[src/rtl/scnn_coord_gen.sv]
// SCNN PE output-coordinate generator: decodes one chunk of zero-run index deltas, splits the
// indices into row/col with an iterative subtractor, then streams F_VEC beats of I_VEC coordinates.
// Optional macro SCNN_OOB_SENTINEL_EN: out-of-bounds lanes drive all-ones instead of zero.
module scnn_coord_gen #(
    parameter int unsigned F_VEC = 4,
    parameter int unsigned I_VEC = 4,
    parameter int unsigned IDX_W = 8,
    parameter int unsigned DIM_W = 5
) (
    input  logic                          clk,
    input  logic                          rst_n,
    input  logic                          in_valid,
    output logic                          in_ready,
    input  logic [F_VEC*IDX_W-1:0]        comp_wt_ind,
    input  logic [I_VEC*IDX_W-1:0]        comp_ip_ind,
    input  logic [IDX_W-1:0]              offset_wt,
    input  logic [IDX_W-1:0]              offset_ip,
    input  logic [DIM_W-1:0]              wt_size,
    input  logic [DIM_W-1:0]              ip_size,
    output logic                          out_valid,
    input  logic                          out_ready,
    output logic [((F_VEC > 1) ? $clog2(F_VEC) : 1)-1:0] out_f_idx,
    output logic [I_VEC*IDX_W-1:0]        out_cords,
    output logic [I_VEC-1:0]              out_mask,
    output logic                          out_last,
    output logic [IDX_W-1:0]              last_ind_wts,
    output logic [IDX_W-1:0]              last_ind_ips,
    output logic                          busy
);

    localparam int unsigned FW = (F_VEC > 1) ? $clog2(F_VEC) : 1;
    localparam int unsigned SW = DIM_W + 2;
    localparam int unsigned CW = (IDX_W > DIM_W) ? IDX_W : DIM_W;

    localparam logic [1:0] S_IDLE   = 2'd0;
    localparam logic [1:0] S_DECODE = 2'd1;
    localparam logic [1:0] S_SPLIT  = 2'd2;
    localparam logic [1:0] S_EMIT   = 2'd3;

`ifdef SCNN_OOB_SENTINEL_EN
    localparam logic [IDX_W-1:0] OOB_CORD = '1;
`else
    localparam logic [IDX_W-1:0] OOB_CORD = '0;
`endif

    logic [1:0]               state, state_nxt;

    logic [F_VEC*IDX_W-1:0]   comp_wt_q;
    logic [I_VEC*IDX_W-1:0]   comp_ip_q;
    logic [IDX_W-1:0]         off_wt_q, off_ip_q;
    logic [DIM_W-1:0]         wt_size_q, ip_size_q;

    logic [IDX_W-1:0]         wt_rem [F_VEC];
    logic [IDX_W-1:0]         wt_quot[F_VEC];
    logic [IDX_W-1:0]         ip_rem [I_VEC];
    logic [IDX_W-1:0]         ip_quot[I_VEC];

    logic [IDX_W-1:0]         orig_wt_c[F_VEC];
    logic [IDX_W-1:0]         orig_ip_c[I_VEC];
    logic [IDX_W-1:0]         acc_wt_c, acc_ip_c;
    logic [F_VEC-1:0]         wt_hit_c;
    logic [I_VEC-1:0]         ip_hit_c;
    logic                     any_hit_c;
    logic                     zero_sz_c;

    logic                     accept_c, fire_c, load_beat_c, done_c;
    logic [FW-1:0]            f_sel_c;
    logic [SW-1:0]            cen_c, r_c, c_c;
    logic [IDX_W-1:0]         prod_c;
    logic                     inb_c;
    logic [I_VEC*IDX_W-1:0]   beat_cords_c;
    logic [I_VEC-1:0]         beat_mask_c;

    assign accept_c  = in_valid & in_ready;
    assign fire_c    = out_valid & out_ready;
    assign zero_sz_c = (wt_size_q == '0) || (ip_size_q == '0);

    // Running-sum decode of zero-run deltas; starting at offset-1 makes every lane add delta+1.
    always_comb begin
        acc_wt_c = off_wt_q - IDX_W'(1);
        acc_ip_c = off_ip_q - IDX_W'(1);
        for (int k = 0; k < F_VEC; k++) begin
            acc_wt_c     = acc_wt_c + comp_wt_q[k*IDX_W +: IDX_W] + IDX_W'(1);
            orig_wt_c[k] = acc_wt_c;
        end
        for (int k = 0; k < I_VEC; k++) begin
            acc_ip_c     = acc_ip_c + comp_ip_q[k*IDX_W +: IDX_W] + IDX_W'(1);
            orig_ip_c[k] = acc_ip_c;
        end
    end

    always_comb begin
        wt_hit_c = '0;
        ip_hit_c = '0;
        for (int k = 0; k < F_VEC; k++)
            wt_hit_c[k] = CW'(wt_rem[k]) >= CW'(wt_size_q);
        for (int k = 0; k < I_VEC; k++)
            ip_hit_c[k] = CW'(ip_rem[k]) >= CW'(ip_size_q);
        any_hit_c = (|wt_hit_c) | (|ip_hit_c);
    end

    always_ff @(posedge clk or negedge rst_n) begin
        if (!rst_n) state <= S_IDLE;
        else        state <= state_nxt;
    end

    always_comb begin
        state_nxt = state;
        case (state)
            S_IDLE:   if (accept_c) state_nxt = S_DECODE;
            S_DECODE: state_nxt = zero_sz_c ? S_EMIT : S_SPLIT;
            S_SPLIT:  if (!any_hit_c) state_nxt = S_EMIT;
            S_EMIT:   if (fire_c && out_last) state_nxt = S_IDLE;
            default:  state_nxt = S_IDLE;
        endcase
    end

    assign load_beat_c = ((state != S_EMIT) && (state_nxt == S_EMIT)) ||
                         ((state == S_EMIT) && fire_c && !out_last);
    assign done_c      = (state == S_EMIT) && fire_c && out_last;

    // Coordinates of the beat about to be presented: beat 0 on entry, else the next weight lane.
    always_comb begin
        f_sel_c      = (state == S_EMIT) ? out_f_idx + FW'(1) : '0;
        cen_c        = (SW'(wt_size_q) - SW'(1)) >> 1;
        r_c          = '0;
        c_c          = '0;
        prod_c       = '0;
        inb_c        = 1'b0;
        beat_cords_c = '0;
        beat_mask_c  = '0;
        for (int i = 0; i < I_VEC; i++) begin
            r_c    = SW'(ip_quot[i]) + cen_c - SW'(wt_quot[f_sel_c]);
            c_c    = SW'(ip_rem[i])  + cen_c - SW'(wt_rem[f_sel_c]);
            inb_c  = !zero_sz_c && !r_c[SW-1] && !c_c[SW-1] &&
                     (r_c < SW'(ip_size_q)) && (c_c < SW'(ip_size_q));
            prod_c = IDX_W'(r_c) * IDX_W'(ip_size_q) + IDX_W'(c_c);
            beat_mask_c[i]                 = inb_c;
            beat_cords_c[i*IDX_W +: IDX_W] = inb_c ? prod_c : OOB_CORD;
        end
    end

    always_ff @(posedge clk or negedge rst_n) begin
        if (!rst_n) begin
            in_ready     <= 1'b1;
            busy         <= 1'b0;
            out_valid    <= 1'b0;
            out_last     <= 1'b0;
            out_f_idx    <= '0;
            out_cords    <= '0;
            out_mask     <= '0;
            last_ind_wts <= '0;
            last_ind_ips <= '0;
            comp_wt_q    <= '0;
            comp_ip_q    <= '0;
            off_wt_q     <= '0;
            off_ip_q     <= '0;
            wt_size_q    <= '0;
            ip_size_q    <= '0;
            for (int k = 0; k < F_VEC; k++) begin
                wt_rem[k]  <= '0;
                wt_quot[k] <= '0;
            end
            for (int k = 0; k < I_VEC; k++) begin
                ip_rem[k]  <= '0;
                ip_quot[k] <= '0;
            end
        end else begin
            in_ready  <= (state_nxt == S_IDLE);
            busy      <= (state_nxt != S_IDLE);
            out_valid <= (state_nxt == S_EMIT);

            if (accept_c) begin
                comp_wt_q <= comp_wt_ind;
                comp_ip_q <= comp_ip_ind;
                off_wt_q  <= offset_wt;
                off_ip_q  <= offset_ip;
                wt_size_q <= wt_size;
                ip_size_q <= ip_size;
            end

            if (state == S_DECODE) begin
                last_ind_wts <= orig_wt_c[F_VEC-1];
                last_ind_ips <= orig_ip_c[I_VEC-1];
                for (int k = 0; k < F_VEC; k++) begin
                    wt_rem[k]  <= orig_wt_c[k];
                    wt_quot[k] <= '0;
                end
                for (int k = 0; k < I_VEC; k++) begin
                    ip_rem[k]  <= orig_ip_c[k];
                    ip_quot[k] <= '0;
                end
            end

            // One subtract-and-count step per qualifying lane per cycle.
            if (state == S_SPLIT) begin
                for (int k = 0; k < F_VEC; k++) begin
                    if (wt_hit_c[k]) begin
                        wt_rem[k]  <= wt_rem[k] - IDX_W'(wt_size_q);
                        wt_quot[k] <= wt_quot[k] + IDX_W'(1);
                    end
                end
                for (int k = 0; k < I_VEC; k++) begin
                    if (ip_hit_c[k]) begin
                        ip_rem[k]  <= ip_rem[k] - IDX_W'(ip_size_q);
                        ip_quot[k] <= ip_quot[k] + IDX_W'(1);
                    end
                end
            end

            if (load_beat_c) begin
                out_f_idx <= f_sel_c;
                out_cords <= beat_cords_c;
                out_mask  <= beat_mask_c;
                out_last  <= (f_sel_c == FW'(F_VEC - 1));
            end else if (done_c) begin
                out_last  <= 1'b0;
            end
        end
    end

endmodule

[config.mk]
export PLATFORM = sky130hd
export DESIGN_NAME = scnn_coord_gen
export DESIGN_NICKNAME = d
export VERILOG_FILES = /design/src/rtl/scnn_coord_gen.sv
export SDC_FILE = /design/constraint.sdc
export NUM_CORES = 1
export LEC_CHECK = 0
export ABC_CLOCK_PERIOD_IN_PS = 7900
export BUFFER_PORTS_ARGS = -buffer_cell sky130_fd_sc_hd__buf_2
export CAP_MARGIN = 20
export CORE_ASPECT_RATIO = 1.4
export CORE_MARGIN = 5
export CORE_UTILIZATION = 53
export DETAILED_ROUTE_END_ITERATION = 16
export GPL_TIMING_DRIVEN = 1
export PLACE_DENSITY = 0.78
export SETUP_SLACK_MARGIN = 0.2
export SYNTH_ARGS = -nofsm -noshare
export SYNTH_HDL_FRONTEND = slang
export SYNTH_SLANG_ARGS = --single-unit
[constraint.sdc]
create_clock -name clk -period 7.9 [get_ports clk]
set_input_delay 0.79 -clock clk [delete_from_list [all_inputs] [get_ports clk]]
set_output_delay 0.79 -clock clk [all_outputs]
set_load 0.005 [all_outputs]
Yosys cells after proc, flatten, opt, wreduce, memory -nomap -nowiden. Cells that the tools add are included.

Input bits: 94. RAM bits: 0. Register bits: 278. Memory bits (read-only): 0. Output and inout port bits: 58. Bits in latches: 0. Memories: 0.

Reductions and logical operators: 41. Equality and inequality tests: 6. Divide/modulo/power cells: 0. $mul: 4. Multiplexer cells: 42. $lt $le $gt $ge: 17. Shift-type cells: 0. Bitwise gates (word level): 4. $add $sub $neg: 56.

Operators by type and width (number): 32-bit two-way mux (8); 8-bit two-way mux (20); 8-bit by 1-bit adder with 8-bit output, second input constant (16); 8-bit adder (8); 8-bit by 5-bit greater-or-equal comparator with 1-bit output (8); 8-bit by 5-bit subtractor with 8-bit output (8); 7-bit by 6-bit adder with 7-bit output (8); 7-bit by 5-bit less-than comparator with 1-bit output (8); 7-bit subtractor (8); 8-bit by 7-bit adder with 8-bit output (4); 8-bit binary-select mux with 2-bit select (2); 7-bit by 5-bit multiplier with 8-bit output (4); 7-bit two-way mux (4); 1-bit logical AND (21); 8-bit by 1-bit subtractor with 8-bit output, second input constant (2); 1-bit logical NOT (10); 5-bit logical NOT (2); 2-bit equality test, second input constant (4); 2-bit two-way mux (4); 2-bit one-hot mux with 4 select lines (1); 4-bit OR reduction (2); 5-bit by 1-bit subtractor with 6-bit output, second input constant (1); 2-bit logical NOT (2); 2-bit nonzero test (2); 9 further kinds (13).

Logic depth before layout (Yosys ltp).
Depth in word-level cells: 13. Depth in mapped cells: 27.

Worst setup path before layout. Ideal clock, no wire load.

Path type: flip-flop to flip-flop. Start point: register out_f_idx[0] (netlist bit). End point: register out_cords[31]. Data arrival time: 6.320 ns. Cell stages (with the launch flop): 25. Data required time: 7.779 ns. Path slack: 1.459 ns. Buffers on the path: 1. Period minus slack after synthesis: 6.441 ns. Setup time: 0.121 ns. Cell sequence: dfrtp_1 -> clkbuf_1 -> nor2_1 -> mux4_2 -> inv_1 -> fa_1 -> ha_1 -> a21oi_1 -> o21bai_1 -> a21oi_1 -> xnor2_1 -> and2_1 -> fa_1 -> fa_1 -> inv_1 -> fa_1 -> inv_1 -> ha_1 -> inv_1 -> o21bai_1 -> a21oi_1 -> xor2_1 -> xnor2_1 -> xnor2_1 -> a22o_1.

Longest elaborated chain between the ends: 13. Elaborated cells on any way between the ends: 22. Classes of those cells: add/sub (4); mul (1); order compare (2); mux (8); bitwise (1); reduce/logical (6).

RTL lines: start, declared (line 22) `output logic [((F_VEC > 1) ? $clog2(F_VEC) : 1)-1:0] out_f_idx,`; start signal, assigned (line 212) `out_f_idx <= f_sel_c;`; 2-bit by 1-bit adder with 2-bit output * (line 124) `f_sel_c = (state == S_EMIT) ? out_f_idx + FW'(1) : '0;`; 2-bit two-way mux * (line 124); 2-bit NOT with 3-bit output (not written as such) * (line 133, 134); branches (longest 9 deep; another with 7-bit by 5-bit multiplier with 8-bit output); 8-bit two-way mux * (line 139) `beat_cords_c[i*IDX_W +: IDX_W] = inb_c ? prod_c : OOB_CORD;`; end signal, assigned (line 213) `out_cords <= beat_cords_c;`; end, declared (line 23) `output logic [I_VEC*IDX_W-1:0] out_cords,`.

Mark *: on every way between the ends. The select of a mux whose other input is x is not followed. A chain may end at the register's enable or synchronous reset.

Final worst setup path.
Start point: register out_f_idx[1] (netlist bit). End point: register out_cords[15].

Same word-level chain as after synthesis.

==> results.txt <==
- Pwr dens: 119.1 mW/mm^2
- Vias in the first global route: 18,890
- Critical path required time: around 8400 ps
- Maxcap violations: 0
* Initial antenna violation count: 1
- Layout cell share with drive strength beyond 1: about 15%
- Placed wire-length estimate: around 47 mm
- At the end of routability-driven placement, the weighted congestion stood at just over 0.9.
- Post-route core utilization: 59.46%
- The average instance in the mapped netlist occupies 9.682 sq um.
- Routed wire length: slightly above 60 mm
- Fillers: between 3,000 and 4,000
- Commonest cells post-synth: dfrtp_1 (269), ha_1 (249), nand2_1 (236)
- Period utilisation layout: 87.30%
* Accumulated negative setup slack: 0 ps
- Most instantiated library cell after synthesis: dfrtp_1
* Signed area change from the synthesized netlist to the final layout: 10.94%
* Least-Margin Pin Slew: around 1100 ps
- Average wire length per cell after detail routing: about 20 um
- Synthesized Nets: approximately 2,800
- Together, buffers and inverters on the worst path number 5.
* Total clock sinks: 270
- Number of stages on the worst setup path: 25
- Maximum net fanout on the critical path: 14
- During I/O placement, the number of pins put on the boundary was between 150 and 200.
- Global routing finished with a remaining overflow of 0.
- FP Rows: between 80 and 90
- Across the routed clock network, the largest skew measured is ~25 ps.
- Clock tree synthesis selected as its root buffer the cell clkbuf_16.
* Global-route wire length before repair: slightly below 100 mm
* Global Route Usage Sum: a little over a quarter
- Total power of the final layout: between 0.002 and 0.003 W
- Depth of the most critical reg-to-reg path: 25
* Type of the worst setup path: register to register
- Share of the synthesized area in the top cell type: between 20% and 30%
- Worst vdd ir: approximately 0.17 mV
- Count of buffers inserted at the top-level ports: 151
* Total number of H-tree levels: 1
- Max Root-Sink Buffers: 3
- Class of the tightest hold or removal check: primary input to async pin
- Count of state elements after synthesis: 270
- Cell types with the largest area share after synthesis: dfrtp_1 (30%), ha_1 (14%), fa_1 (11%)
- Summed over all cells, the static leakage comes to ~12 nW.
* Fraction of synthesis flops using an asynchronous set or reset pin: 100.0%
* DRC marker count from the first detailed-route iteration: 940
- After the last flow step, the layout net total stands at between 2,000 and 3,000.
* Placeable core region: 0.04220 sq mm
- Startpoint types: register
* Number of endpoints with negative hold slack in the final report: 0
- dfrtp_1 takes more of the synthesized area than any other cell.
- The clock reaches the later pin of the worst-skew pair after just under 600 ps.
- Result of the run: completed
- In this run, synthesis inferred 0 flip-flops with an integrated enable.
- In the routed layout, each cell is associated on average with a via count of between 5 and 6.
- Setup repair after global routing missed its margin: false
- Count of instances resized after the clock tree is built: 0
- Drt drc: 0
* TritonRoute pass-1 iters: 5
* Rel. slew slack: 24.45%
- Clock Pin Slew Worst Setup and Hold Paths: around 60 ps
- Post-route antenna net violation count: 0
* Number of buffers inserted by hold repair at cts: 0
* Yosys warning total: 0
- Mapped Cells: between 2,000 and 2,500
* Final setup viols: 0
* Standard cell with the maximum stage delay on the critical path: dfrtp_1
- After synthesis, flip-flops and latches occupy 29.88% of the total area.
* Post-layout min period: just under 7000 ps
- CTS tree: done
- Broken down by cell family, the worst path's largest delay share belongs to adder cells.
- The synthesized netlist contains 70 unique library cells.
- For this block, the via count after detailed routing is ~18,000.
* Total clock buffers created by CTS: 29
- Data arrives at the worst endpoint at 7370 ps.
- The cell area that synthesis handed to floorplanning was 0.02262 sq mm.
- Maximum single-stage delay on the critical path: approximately 560 ps
* Most common flop cell mapped by yosys: dfrtp_1
- Setup repair bufs after CTS: 0
* Die Width: roughly 180 um
- The worst setup path is captured at a register.
- The floorplan step set the die height to between 200 and 300 um.
- The die covers approximately 0.047 sq mm.
- Hold slack final: 252.9 ps
- Timing would allow up to between 0.1 and 0.15 GHz.
* Initial standard-cell utilization of the core: 53.59%
* Pin count of the biggest net entering global routing: between 150 and 200
- The max-slew violation count was 0.
-- logic make-up after synthesis --
kind of cell    count (synthesis)  share of synthesized area (%)
buf+inv                       279                          4.636
fa+ha+maj                     377                          25.10
flops                         270                          29.88
simple gates                  638                          14.10
compound gates                493                          13.82
xor+xnor                      160                          6.257
mux                           119                          6.207
-- sequential cells by signal, indices dropped and copies added, names as in the netlist, 4 cells and up --
register      cells
comp_ip_q        32
comp_wt_q        32
ip_quot          28
ip_rem           32
ip_size_q         5
last_ind_ips      8
last_ind_wts      8
off_ip_q          8
off_wt_q          8
out_cords        32
out_mask          4
wt_quot          28
wt_rem           32
wt_size_q         5
-- final cells by class --
| cell class | instances | area, sq um | area share (%) |
|---|---|---|---|
| multi-input cells | 1787 | 14850 | 59.17 |
| clock buffers | 35 | 768.2 | 3.062 |
| repair buffers | 172 | 935.9 | 3.730 |
| inverters | 210 | 788.3 | 3.141 |
| well taps | 546 | 683.2 | 2.723 |
| flip-flops and latches | 270 | 6758 | 26.93 |
| diodes | 1 | 2.502 | 0.009973 |
| clock inverters | 18 | 310.3 | 1.237 |
-- per-layer routing --
metal | up-vias | GRT usage, % | part of all wire [%]
li1 | 8314 | - | -
met1 | 8720 | 29.95 | 38
met2 | 573 | 47.96 | 52
met3 | 180 | 3.453 | 5.1
met4 | 0 | 12.20 | 5.6
met5 | - | 0 | 0
-- cell usage in the layout, fill, tap and decap left out, types with 12 or more instances in the layout --
master and count:
xor2_1 38, mux2i_1 12, o211ai_1 16, nand4_1 18
nor2b_1 44, dfrtp_1 269, nand2b_1 29, nand3_1 48
ha_1 249, buf_4 20, o21a_1 16, o21bai_1 17
nor2_1 100, a21oi_1 101, a22o_1 28, fa_1 128
nand2_1 234, nor3_1 35, o21ai_0 165, inv_1 210
xnor2_1 120, and2_1 55, and3_1 18, clkbuf_16 29
a31oi_1 23, a21o_1 46, buf_2 150, mux2_2 98
-- path summary, 6_finish.rpt --
check                                 from              end  slack, ps
setup / recovery              out_f_idx[1]    out_cords[15]       1000
hold / removal                       rst_n     comp_ip_q[2]        250
setup reg to reg              out_f_idx[1]    out_cords[15]       1000
hold reg to reg            last_ind_wts[0]  last_ind_wts[0]        480
max in group asynchronous            rst_n    out_cords[25]       6050
min in group clk            comp_ip_ind[8]     comp_ip_q[8]        430
-- stage by stage --
stage	cells	cell area, sq um	setup slack [ps]
final	3039	25090	1003
after detailed placement	2985	24010	1069
after floorplan	2336	22620	1459
after CTS	3038	25090	1054
after global routing	3039	25090	622.9
after global placement	2985	24010	1275
-- where the power goes --
group | internal (W) | switching, W | leakage, nW
clock network | 0.000955 | 0.000599 | 0.522
logic | 0.0000178 | 0.0000345 | 8.18
registers | 0.00138 | 0 | 3.64
total | 0.00236 | 0.000634 | 12.3
Power figures use the tool's default switching activity.
